===== src/rtl/probe_display_mux.sv =====
// Debug display controller: picks one probe word and one hex page, then scans it onto a
// multiplexed seven-segment display. Define PROBE_DISP_LZB_EN for leading-zero blanking.
module probe_display_mux #(
  parameter int CHANNELS     = 8,
  parameter int DATA_W       = 32,
  parameter int DIGITS       = 4,
  parameter int REFRESH_DIV  = 50000,
  parameter int DWELL_FRAMES = 250,
  localparam int SEL_W  = (CHANNELS > 1) ? $clog2(CHANNELS) : 1,
  localparam int PAGES  = DATA_W / (4 * DIGITS),
  localparam int PAGE_W = (PAGES > 1) ? $clog2(PAGES) : 1
) (
  input  logic                         clk,
  input  logic                         reset,
  input  logic [CHANNELS*DATA_W-1:0]   probe_bus,
  input  logic [SEL_W-1:0]             sel,
  input  logic [PAGE_W-1:0]            page,
  input  logic                         auto_scan,
  input  logic                         freeze,
  output logic [6:0]                   seven_segment,
  output logic [DIGITS-1:0]            anode,
  output logic [SEL_W-1:0]             cur_channel,
  output logic [PAGE_W-1:0]            cur_page,
  output logic                         frozen
);

  localparam int WIN_W   = 4 * DIGITS;
  localparam int REF_W   = (REFRESH_DIV > 1) ? $clog2(REFRESH_DIV) : 1;
  localparam int DIG_W   = (DIGITS > 1) ? $clog2(DIGITS) : 1;
  localparam int DWELL_W = (DWELL_FRAMES > 1) ? $clog2(DWELL_FRAMES) : 1;

  typedef enum logic [0:0] {
    LIVE   = 1'b0,
    FROZEN = 1'b1
  } frz_state_t;

  frz_state_t          state_r, state_s;
  logic [REF_W-1:0]    refresh_cnt_r;
  logic [DIG_W-1:0]    digit_idx_r;
  logic [DWELL_W-1:0]  dwell_cnt_r, dwell_s;
  logic [WIN_W-1:0]    window_r, window_s;
  logic [SEL_W-1:0]    chan_s;
  logic [PAGE_W-1:0]   page_s;
  logic                auto_active_r, auto_active_s;
  logic                freeze_q_r;
  logic                frame_tick_s, freeze_rise_s, load_s;
  logic [3:0]          nibble_s;
  logic                blank_s;

  // Active-low hex to {g,f,e,d,c,b,a} decode.
  function automatic logic [6:0] hex7(input logic [3:0] v);
    logic [6:0] seg;
    case (v)
      4'h0:    seg = 7'b1000000;
      4'h1:    seg = 7'b1111001;
      4'h2:    seg = 7'b0100100;
      4'h3:    seg = 7'b0110000;
      4'h4:    seg = 7'b0011001;
      4'h5:    seg = 7'b0010010;
      4'h6:    seg = 7'b0000010;
      4'h7:    seg = 7'b1111000;
      4'h8:    seg = 7'b0000000;
      4'h9:    seg = 7'b0010000;
      4'hA:    seg = 7'b0001000;
      4'hB:    seg = 7'b0000011;
      4'hC:    seg = 7'b1000110;
      4'hD:    seg = 7'b0100001;
      4'hE:    seg = 7'b0000110;
      4'hF:    seg = 7'b0001110;
      default: seg = 7'b1111111;
    endcase
    return seg;
  endfunction

  // Out-of-range channel or page yields an all-zero window.
  function automatic logic [WIN_W-1:0] slice_of(input logic [CHANNELS*DATA_W-1:0] bus,
                                                input logic [SEL_W-1:0] c,
                                                input logic [PAGE_W-1:0] p);
    logic [WIN_W-1:0] res;
    res = '0;
    for (int ci = 0; ci < CHANNELS; ci++) begin
      for (int pi = 0; pi < PAGES; pi++) begin
        res = (c == SEL_W'(ci) && p == PAGE_W'(pi)) ? bus[ci*DATA_W + pi*WIN_W +: WIN_W] : res;
      end
    end
    return res;
  endfunction

  // Refresh prescaler and digit scan counter.
  always_ff @(posedge clk) begin
    if (!reset) begin
      refresh_cnt_r <= '0;
      digit_idx_r   <= '0;
    end else if (refresh_cnt_r == REF_W'(REFRESH_DIV - 1)) begin
      refresh_cnt_r <= '0;
      if (digit_idx_r == DIG_W'(DIGITS - 1)) begin
        digit_idx_r <= '0;
      end else begin
        digit_idx_r <= digit_idx_r + DIG_W'(1);
      end
    end else begin
      refresh_cnt_r <= refresh_cnt_r + REF_W'(1);
      digit_idx_r   <= digit_idx_r;
    end
  end

  // Frame-start strobe: the cycle whose edge lights digit 0 (also the first cycle out of reset).
  always_comb begin
    frame_tick_s  = (refresh_cnt_r == '0) && (digit_idx_r == '0);
    freeze_rise_s = freeze && !freeze_q_r;
    load_s        = frame_tick_s && (state_r == LIVE) && !freeze_rise_s;
  end

  // Freeze FSM next state.
  always_comb begin
    state_s = state_r;
    case (state_r)
      LIVE: begin
        if (freeze_rise_s) state_s = FROZEN;
        else               state_s = LIVE;
      end
      FROZEN: begin
        if (!freeze) state_s = LIVE;
        else         state_s = FROZEN;
      end
      default: state_s = LIVE;
    endcase
  end

  // Window selection: manual load, or auto-scan dwell/advance (page first, then channel).
  always_comb begin
    chan_s        = cur_channel;
    page_s        = cur_page;
    dwell_s       = dwell_cnt_r;
    auto_active_s = auto_active_r;
    window_s      = window_r;
    if (load_s) begin
      auto_active_s = auto_scan;
      if (!auto_scan) begin
        chan_s  = sel;
        page_s  = page;
        dwell_s = '0;
      end else if (!auto_active_r) begin
        dwell_s = '0;
      end else if (dwell_cnt_r == DWELL_W'(DWELL_FRAMES - 1)) begin
        dwell_s = '0;
        if (cur_page >= PAGE_W'(PAGES - 1)) begin
          page_s = '0;
          if (cur_channel >= SEL_W'(CHANNELS - 1)) chan_s = '0;
          else                                     chan_s = cur_channel + SEL_W'(1);
        end else begin
          page_s = cur_page + PAGE_W'(1);
        end
      end else begin
        dwell_s = dwell_cnt_r + DWELL_W'(1);
      end
      window_s = slice_of(probe_bus, chan_s, page_s);
    end else begin
      window_s = window_r;
    end
  end

  // Digit nibble and blanking; decoded from the window value that is current at the output edge.
  always_comb begin
    nibble_s = 4'h0;
    blank_s  = 1'b0;
    for (int i = 0; i < DIGITS; i++) begin
      nibble_s = (digit_idx_r == DIG_W'(i)) ? window_s[i*4 +: 4] : nibble_s;
    end
`ifdef PROBE_DISP_LZB_EN
    for (int i = 1; i < DIGITS; i++) begin
      blank_s = (digit_idx_r == DIG_W'(i)) ? ((window_s >> (4 * i)) == '0) : blank_s;
    end
`else
    blank_s = 1'b0;
`endif
  end

  // Window, selection and freeze state registers.
  always_ff @(posedge clk) begin
    if (!reset) begin
      state_r       <= LIVE;
      freeze_q_r    <= 1'b0;
      window_r      <= '0;
      dwell_cnt_r   <= '0;
      auto_active_r <= 1'b0;
      cur_channel   <= '0;
      cur_page      <= '0;
    end else begin
      state_r       <= state_s;
      freeze_q_r    <= freeze;
      window_r      <= window_s;
      dwell_cnt_r   <= dwell_s;
      auto_active_r <= auto_active_s;
      cur_channel   <= chan_s;
      cur_page      <= page_s;
    end
  end

  // Registered display pins; anode follows digit_idx by one cycle.
  always_ff @(posedge clk) begin
    if (!reset) begin
      anode         <= '1;
      seven_segment <= 7'h7F;
      frozen        <= 1'b0;
    end else begin
      anode         <= ~(DIGITS'(1) << digit_idx_r);
      seven_segment <= blank_s ? 7'h7F : hex7(nibble_s);
      frozen        <= (state_s == FROZEN);
    end
  end

endmodule


===== config.mk =====
export PLATFORM = sky130hd
export DESIGN_NAME = probe_display_mux
export DESIGN_NICKNAME = d
export VERILOG_FILES = /design/src/rtl/probe_display_mux.sv
export SDC_FILE = /design/constraint.sdc
export NUM_CORES = 1
export LEC_CHECK = 0
export ABC_AREA = 1
export CAP_MARGIN = 20
export CORE_MARGIN = 4
export CORE_UTILIZATION = 44
export DETAILED_ROUTE_END_ITERATION = 16
export HOLD_SLACK_MARGIN = 0.08
export PLACE_DENSITY = 0.87
export SLEW_MARGIN = 30
export SYNTH_ARGS = -nofsm -noshare
export SYNTH_HDL_FRONTEND = slang
export SYNTH_SLANG_ARGS = --single-unit

===== constraint.sdc =====
create_clock -name clk -period 5 [get_ports clk]
set_input_delay 0.5 -clock clk [delete_from_list [all_inputs] [get_ports clk]]
set_output_delay 0.5 -clock clk [all_outputs]
set_load 0.02 [all_outputs]

==> results.toml <==
[die]
start_util_pct = 45.4
rows = 40
pin_count = 280
die_area_sq_mm = 0.0144
die_w_um = 120
fp.dieH_um = 120
placeableCoreArea_sq_mm = 0.0122

[routing]
wl_um = 25400
vias_per_cell = 5.18
ant_nets = 0
drt_iter0_markers = 519
dr.pass1.iters = 5
drc = 0
wl_per_cell_um = 18.1
route.vias.total = 7240

[synth]
synth_top_family_by_area = "simple AND/OR/NAND/NOR gates"
postSynthCellCount = 949
async_reset_ff_share_pct = 0
syn_area_per_cell_sq_um = 5.81
synth_cell_types = 43
synth_xor_xnor_area_share_pct = 0.953
syn_nets = 1229
synth_mux_area_share_pct = 0
synth_simple_gate_area_share_pct = 51.2
yosysWarningCount = 0
synth_edf_count = 0
syn_area_sq_mm = 0.00552
synth_flop_cell = "dfxtp_1"
synth-compound-area-share_pct = 10.1
seq_area_frac_synth_pct = 21.8
ys_ff_latch = 60
synthAdderAreaFrac_pct = 3.63

[cells_and_area]
mostFrequentLayoutCell = "nand2_1"
fin_util_pct = 71.9
area_growth_pct = 58.4
drive_gt1_share_pct = 9.48
nNetsFinal = 1499
final_cell_mix = "nand2_1 (320), clkdlybuf4s50_1 (279), inv_1 (124), nor2_1 (90), dfxtp_1 (60)"

[global_route]
antenna_found_initial = 5
grt_max_degree = 31
grt.total_usage_pct = 33.9
grt_pass1_vias = 6952
overflow = 0
grt_pass1_wl_um = 38200

[setup_path]
cp-end-kind = "flip-flop"
cp.required_ns = 5.19
slowest_stage = "inv_2"
r2r_end = "seven_segment[3]"
critPathLaunch = "dwell_cnt_r[1]"
cp_common_cell = "nand2_1"
arrival_ns = 4.49
crit_path_max_fanout = 23
timing.rr.start = "dwell_cnt_r[1]"
slowest_delay_ns = 0.37
cp-endpoint = "seven_segment[3]"
crit_type = "flip-flop to flip-flop"
startpoint_type = "flip-flop"
reg2reg_depth = 32
r2r_slack_ns = 0.70

[hold_path]
hp-class = "flip-flop to flip-flop"

[pwr]
vdd_ir_drop_max_uv = 271
design_power_total_w = 0.00197
p_leak_nw = 3.84
p_per_area_mw_per_mm2 = 225

[timing]
timing.final.ws_setup_ns = 0.705
fmax_mhz = 233
period_share_pct = 85.9
worst_pin_slew_ns = 0.651
setup_tns_ns = 0
period_minus_slack_ns = 4.30
slew_headroom_pct = 56.6
final-max-slew-violation-count = 0
setup_viol = 0
skew_ns = 0.00565
hold_violations = 0
rsz0062_at_grt = "no"

[cts]
clock_path_buffers = 2
cts_sinks = 60
cts_buffers = 9
root_buffer = "clkbuf_16"
postCtsSetupRepairBufs = 0
path_clk_slew_ns = 0.06
clock_latency_ns = 0.33
cts_tree = "done"
cts_hold_buf = 0
htreeDepth = 3
ctsResizeCount = 0

[placement]
portBuffers = 279
hpwl_um = 21000
place.gp.congestion = 1.04
dpl_worst_slack_ns = 0.480

[run_status]
run_status = "finished clean"

[run]
maxCapViolations = 0
## critical path: cells and delay by family, from the launching register on
kind,cells,cell delay (ns)
adders and majority gates,2,0.35
buffers and inverters,5,0.76
DFF,1,0.32
and+or+nand+nor,24,2.59
AOI/OAI and AO/OA,1,0.12
## sequential cells by signal, summed over array words and instances (netlist names)
signal and count:
refresh_cnt_r 16, cur_channel 3, digit_idx_r 2, freeze_q_r 1, frozen 1, cur_page 1
auto_active_r 1, window_r 16, anode 4, dwell_cnt_r 8, seven_segment 7
## report_power, final
part / leakage (nW) / internal [W] / total, W / switching [W]
registers: 0.490 / 0.000513 / 0.000528 / 0.0000147
logic: 3.20 / 0.000359 / 0.000768 / 0.000409
clock network: 0.154 / 0.000439 / 0.000670 / 0.000231
total: 3.84 / 0.00131 / 0.00197 / 0.000654
## worst min path at each step
stage          startpoint  endpoint  slack [ns]  cells after the start
2_1_floorplan  freeze_q_r    frozen        0.41                      1
3_3_place_gp   freeze_q_r    frozen        0.42                      1
3_5_place_dp   freeze_q_r    frozen        0.42                      1
4_1_cts        freeze_q_r    frozen        0.43                      1
5_1_grt        freeze_q_r    frozen        0.45                      1
6_report       freeze_q_r    frozen        0.43                      1
## layer usage
layer,vias to the layer above,GRT usage (%),wire length (um)
li1,3562,-,-
met1,3269,40.9,10000
met2,335,57.3,11900
met3,74,8.39,2300
met4,0,14.1,1180
met5,-,0,0
## per-stage QoR
stage	hold slack [ns]	instances	instance area, sq um
2_1_floorplan	0.409	949	5520
3_3_place_gp	0.420	1376	8400
3_5_place_dp	0.422	1376	8400
4_1_cts	0.434	1392	8720
5_1_grt	0.454	1396	8730
6_report	0.433	1398	8740
## kinds of logic (layout without fill, tap and decap cells)
family                   Yosys count  after routing
flip-flops                        60             60
AND/OR/NAND/NOR                  603            603
buffers and inverters            163            438
XOR/XNOR                           6              6
adder cells (fa/ha/maj)           16             16
AO/OA/AOI/OAI                    101            101
other                              0              6
## cell type report
class	instances	area, sq um
well taps	168	210
multi-input cells	726	3630
clock inverters	7	100
clock buffers	9	225
inverters	139	529
flip-flops and latches	60	1200
fillers	1069	3420
diodes	6	15.0
repair buffers	283	2820
## synth_stat cells (all sizes together) (5+ instances only)
| cell type | count | area, sq um |
|---|---|---|
| nand4 | 56 | 350 |
| a21oi | 50 | 258 |
| clkbuf | 10 | 37.5 |
| buf | 14 | 114 |
| ha | 16 | 200 |
| nand2 | 348 | 1420 |
| nor3 | 10 | 55.1 |
| or2 | 23 | 144 |
| o21ai | 39 | 195 |
| nand3 | 51 | 293 |
| dfxtp | 60 | 1200 |
| nor2 | 111 | 537 |
| xor2 | 5 | 43.8 |
| inv | 139 | 529 |
No activity file was read; power rests on OpenSTA's default activity.
